## src/rtl/regfile_pkg.sv

```systemverilog
// Shared helpers for the multi-port register file: address width and
// parameter range limits checked by the top at elaboration.
package regfile_pkg;

  localparam int NRD_MIN = 1;
  localparam int NRD_MAX = 4;
  localparam int NWR_MIN = 1;
  localparam int NWR_MAX = 3;

  function automatic int addr_width(input int n);
    return (n < 2) ? 1 : $clog2(n);
  endfunction

  function automatic bit in_range(input int v, input int lo, input int hi);
    return (v >= lo) && (v <= hi);
  endfunction

  function automatic bit is_pow2(input int n);
    return (n >= 2) && ((n & (n - 1)) == 0);
  endfunction

endpackage

```

## src/rtl/regfile_mp_scoreboard.sv

```systemverilog
// Pending-write scoreboard: one busy flop per register. An issue to the
// same register as a writeback in the same cycle wins (new producer).
module rf_scoreboard
  import regfile_pkg::*;
#(
  parameter int NREG     = 32,
  parameter int NWR      = 1,
  parameter int AW       = 5,
  parameter int ZERO_REG = 1
) (
  input  logic              clk,
  input  logic              rst_i,
  input  logic [NWR-1:0]    wr_en_i,
  input  logic [NWR*AW-1:0] wr_addr_i,
  input  logic              iss_en_i,
  input  logic [AW-1:0]     iss_addr_i,
  output logic [NREG-1:0]   busy_o
);

  logic [NREG-1:0] busy_reg;
  logic [NREG-1:0] busy_next;

  for (genvar gi = 0; gi < NREG; gi++) begin : g_reg
    logic [NWR-1:0] wr_hit;
    logic           iss_hit;

    for (genvar gj = 0; gj < NWR; gj++) begin : g_wr
      assign wr_hit[gj] = wr_en_i[gj] && (wr_addr_i[gj*AW +: AW] == AW'(gi));
    end

    assign iss_hit = iss_en_i && (iss_addr_i == AW'(gi));

    if ((ZERO_REG != 0) && (gi == 0)) begin : g_zero
      assign busy_next[gi] = 1'b0;
    end else begin : g_norm
      assign busy_next[gi] = iss_hit ? 1'b1 : ((|wr_hit) ? 1'b0 : busy_reg[gi]);
    end
  end

  always_ff @(posedge clk) begin
    if (rst_i) begin
      busy_reg <= '0;
    end else begin
      busy_reg <= busy_next;
    end
  end

  assign busy_o = busy_reg;

endmodule

```

## src/rtl/regfile_mp.sv

```systemverilog
// Multi-port register file with optional same-cycle write bypass, optional
// hardwired-zero register 0 and a pending-write scoreboard.
module regfile_mp
  import regfile_pkg::*;
#(
  parameter int  NREG     = 32,
  parameter int  WIDTH    = 32,
  parameter int  NRD      = 2,
  parameter int  NWR      = 1,
  parameter int  BYPASS   = 1,
  parameter int  ZERO_REG = 1,
  localparam int AW       = addr_width(NREG)
) (
  input  logic                 clk,
  input  logic                 rst_i,
  input  logic [NRD*AW-1:0]    rd_addr_i,
  output logic [NRD*WIDTH-1:0] rd_data_o,
  output logic [NRD-1:0]       rd_busy_o,
  input  logic [NWR-1:0]       wr_en_i,
  input  logic [NWR*AW-1:0]    wr_addr_i,
  input  logic [NWR*WIDTH-1:0] wr_data_i,
  input  logic                 iss_en_i,
  input  logic [AW-1:0]        iss_addr_i,
  output logic [NREG-1:0]      busy_o
);

  if (!in_range(NRD, NRD_MIN, NRD_MAX)) begin : g_bad_nrd
    $error("regfile_mp: NRD out of range");
  end
  if (!in_range(NWR, NWR_MIN, NWR_MAX)) begin : g_bad_nwr
    $error("regfile_mp: NWR out of range");
  end
  if (!is_pow2(NREG)) begin : g_bad_nreg
    $error("regfile_mp: NREG must be a power of two >= 2");
  end

  logic [WIDTH-1:0] mem_reg [NREG];
  logic [NREG-1:0]  busy_vec;

  // Ascending port order makes the highest-index writer win on collisions.
  always_ff @(posedge clk) begin
    if (rst_i) begin
      for (int r = 0; r < NREG; r++) begin
        mem_reg[r] <= '0;
      end
    end else begin
      for (int j = 0; j < NWR; j++) begin
        if (wr_en_i[j] && !((ZERO_REG != 0) && (wr_addr_i[j*AW +: AW] == '0))) begin
          mem_reg[wr_addr_i[j*AW +: AW]] <= wr_data_i[j*WIDTH +: WIDTH];
        end
      end
    end
  end

  rf_scoreboard #(
    .NREG     (NREG),
    .NWR      (NWR),
    .AW       (AW),
    .ZERO_REG (ZERO_REG)
  ) u_scoreboard (
    .clk        (clk),
    .rst_i      (rst_i),
    .wr_en_i    (wr_en_i),
    .wr_addr_i  (wr_addr_i),
    .iss_en_i   (iss_en_i),
    .iss_addr_i (iss_addr_i),
    .busy_o     (busy_vec)
  );

  for (genvar gi = 0; gi < NRD; gi++) begin : g_rd
    logic [AW-1:0]    addr;
    logic [WIDTH-1:0] data_sel;
    logic             busy_sel;

    assign addr = rd_addr_i[gi*AW +: AW];

    // Forwarded data is already in flight, so the register no longer waits.
    always_comb begin
      data_sel = mem_reg[addr];
      busy_sel = busy_vec[addr];
      if (BYPASS != 0) begin
        for (int j = 0; j < NWR; j++) begin
          if (wr_en_i[j] && (wr_addr_i[j*AW +: AW] == addr)) begin
            data_sel = wr_data_i[j*WIDTH +: WIDTH];
            busy_sel = 1'b0;
          end
        end
      end
      if ((ZERO_REG != 0) && (addr == '0)) begin
        data_sel = '0;
        busy_sel = 1'b0;
      end
    end

    assign rd_data_o[gi*WIDTH +: WIDTH] = data_sel;
    assign rd_busy_o[gi]                = busy_sel;
  end

  assign busy_o = busy_vec;

endmodule
```

## config.mk

```make
export PLATFORM = sky130hd
export DESIGN_NAME = regfile_mp
export DESIGN_NICKNAME = d
export VERILOG_FILES = /design/src/rtl/regfile_pkg.sv /design/src/rtl/regfile_mp_scoreboard.sv /design/src/rtl/regfile_mp.sv
export SDC_FILE = /design/constraint.sdc
export NUM_CORES = 2
export LEC_CHECK = 0
export CAP_MARGIN = 15
export CORE_MARGIN = 4
export CORE_UTILIZATION = 40
export CTS_CLUSTER_SIZE = 10
export DETAILED_ROUTE_END_ITERATION = 10
export GPL_TIMING_DRIVEN = 0
export PLACE_DENSITY = 0.66
export SYNTH_ARGS = -nofsm -noshare
export SYNTH_HDL_FRONTEND = slang
export SYNTH_HIERARCHICAL = 1
export SYNTH_SLANG_ARGS = --single-unit
```

## constraint.sdc

```tcl
create_clock -name clk -period 3 [get_ports clk]
set_input_delay 0.6 -clock clk [delete_from_list [all_inputs] [get_ports clk]]
set_output_delay 0.6 -clock clk [all_outputs]
set_load 0.02 [all_outputs]
```

==> run metrics <==
status finished, violations left; failing checks setup timing; Async SR Flop Fraction 0; CTS tree yes; Worst R2R Path Depth 3; Worst Max-Slew Pin Slew 1090 ps; Area growth, synth to finish 22.4%; Antenna Nets Post-Route 0; placed instance count 5916; r2r setup slk 2140 ps; Worst R2R Start u_scoreboard/busy_o[13]; maximum clock rate 282 MHz; full die area 148000 um^2; drc violations 0; combinational power share 0.169; PnR worst setup slack -547 ps; max-slew violation count 0; DR vias 40000; CORE AREA 140000 um^2; Register Area 31400 um^2; io pins 154; WP data required 2400 ps; share of post-route cells with drive strength above 1 0.319; number of flops mapped to enable cells by yosys 1024; initial core utilization 0.405; clock network power share 0.356; global placement routability congestion 1.01; dpl hpwl 157 mm; internal power 26.7 mW; Wirelength per Cell 36.1 um; hold path startpoint wr_addr_i[4]; final hold violations 0; max layer used met5; GRT overflow 0; # clock sinks 1055; nets 4359; Die X 385 um; PwrDens 527 nW/um^2; sequential share of the synthesized area 0.553; synthesized instance count 3853; first-pass GRT wire length 307 mm; CP cell instances buf_16 > buf_16 > buf_16 > mux4_2 > mux4_2 > mux2i_4 > nor2_4 > buf_6; Max Cap Viol 0; largest net degree at the start of global routing 33; main flop type after synthesis edfxtp_1; cell mode on critical path buf_16; crit path DAT 2950 ps; Period minus WS final 3550 ps; CP Launch Type input pin; Net Switching 9.89 mW; GRT Util Overall 0.299; slowest CP cell mux4_2; final hold slack 372 ps; commonest non-fill, non-tap cell in the layout edfxtp_1; H-tree levels 3; num rows 137; Met2 Wirelength 96.3 mm; number of flip-flops in the largest register 1024; kind of end point of the critical path primary output; area of the multi-input gates 25800 um^2; number of global-route vias before repair 39300; P_leak 24.0 nW; drt first-iter violations 6030; initial antenna violation count 5; WHS Endpoint u_scoreboard/busy_o[1]; Tcrit/Tclk final 1.18; PortBufs 146; most frequent cells in the layout 1024 x edfxtp_1, 995 x and2_1, 449 x mux4_2; yosys synthesis warning count 6; metal1 wirelength 81.7 mm; number of fill cells 11900; sequential share of power 0.475; Yosys reg bits 1055; routed wl met3 29.7 mm; Slew HR 0.272; RSZ-0062 raised after global routing yes; WHS Path Cells 4; total detailed-routing wirelength 225 mm; Max clock buf depth 3; Clock Pin Slew Worst Setup and Hold Paths 60 ps; critical path fanouts, max 7; Post-Layout Cell Count 6218; Worst R2R End u_scoreboard/busy_o[13]; Largest stage delay, worst path 570 ps; 1st-pass router iterations 8; Clock Latency Late Sink 740 ps; Worst Skew 0 ps; hold_buf cts 0; Vias/cell 6.43; Post-Synthesis Cell Area 56700 um^2; CP Class input pin to primary output; final setup fails 617; CTS root buffer clkbuf_16; Die Height 385 um; post-synth cell types 60; syn_area_per_cell 14.7 um^2; CTS buffer count 117; sw frac 0.270; Max VDD drop 0.500 mV; hold crit path type input pin to flip-flop
==> final cells by class <==
type | instances | share of cell area
Sequential cell | 1055 | 0.452
Multi-Input combinational cell | 2417 | 0.372
Buffer | 408 | 0.0490
Timing Repair Buffer | 304 | 0.0479
Clock buffer | 147 | 0.0448
Tap cell | 1876 | 0.0338
Clock inverter | 6 | 0.000739
Antenna cell | 5 | 0.000180
==> worst max-delay path by stage <==
stage,from,endpoint,slack (ps),cells after the start
finish,rd_addr_i[5],rd_busy_o[1],-550,8
global route,mem_reg[23][12],rd_data_o[44],-520,5
CTS,mem_reg[13][14],rd_data_o[14],-520,6
detailed placement,rd_addr_i[3],rd_data_o[30],-2820,10
global placement,rd_addr_i[3],rd_data_o[15],-3090,8
floorplan,rd_addr_i[0],rd_data_o[10],60,7
==> per-layer routing <==
metal / up-vias / GRT usage
li1: 15800 / -
met4: 6 / 0.173
met5: - / 0.00761
met3: 675 / 0.104
met2: 3065 / 0.435
met1: 20400 / 0.387
==> cell usage after synthesis (12+ instances only) <==
cell type / count / share of area
dfxtp_1: 31 / 0.011
or2_2: 34 / 0.0037
o211ai_1: 19 / 0.0025
nand2_1: 18 / 0.0012
a2111oi_2: 20 / 0.0053
and2_1: 995 / 0.11
nand3_1: 21 / 0.0019
buf_4: 27 / 0.0036
buf_2: 68 / 0.0060
o22ai_1: 59 / 0.0065
o21ai_0: 45 / 0.0040
nor2b_1: 46 / 0.0051
o21ai_1: 35 / 0.0031
a2111oi_0: 12 / 0.0019
clkbuf_1: 286 / 0.019
mux4_2: 449 / 0.18
a211oi_1: 19 / 0.0025
buf_6: 23 / 0.0046
a21oi_1: 75 / 0.0066
o221ai_1: 34 / 0.0052
edfxtp_1: 1024 / 0.54
nor2_1: 44 / 0.0029
mux2i_1: 193 / 0.034
a22oi_1: 82 / 0.011
a22o_1: 74 / 0.011
==> power groups by stage <==
stage / registers [mW] / clock network (mW) / logic (mW)
floorplan: 17.5 / 0 / 2.86
global placement: 17.6 / 0 / 4.93
detailed placement: 17.7 / 0 / 4.97
CTS: 17.3 / 13.0 / 5.82
global route: 17.4 / 13.6 / 6.28
finish: 17.4 / 13.0 / 6.18
==> through the flow <==
step	cell area, um^2	power (mW)	setup TNS [ps]	util	setup slack [ps]
global placement	60700	22.5	-2437370	0.433	-3090
detailed placement	60800	22.6	-2470100	0.434	-2820
floorplan	56900	20.3	0	-	61.1
finish	69400	36.6	-58800	0.495	-547
global route	69400	37.3	-27310	0.495	-520
CTS	68300	36.1	-23710	0.487	-522
==> logic make-up after synthesis <==
| group | synth area share |
|---|---|
| muxes | 0.213 |
| buffers and inverters | 0.0346 |
| xor gates and xnor gates | 0.00154 |
| and+or+nand+nor | 0.132 |
| AOI/OAI and AO/OA | 0.0664 |
| DFF | 0.553 |
| other | 0.000132 |
==> worst max-delay path: cells and delay by family <==
kind                   cells  cell delay, ps
AND/OR/NAND/NOR            1             110
buffers and inverters      4             620
multiplexers               3            1570
==> repair_timing <==
item                                    in CTS  in global routing
pin swaps                                  170                 92
resized for setup                         1204                204
endpoints found under the setup margin    1889                635
buffers inserted                            99                 46
cloned                                      12                  2
Note: power is estimated with default switching activity, not from simulation.
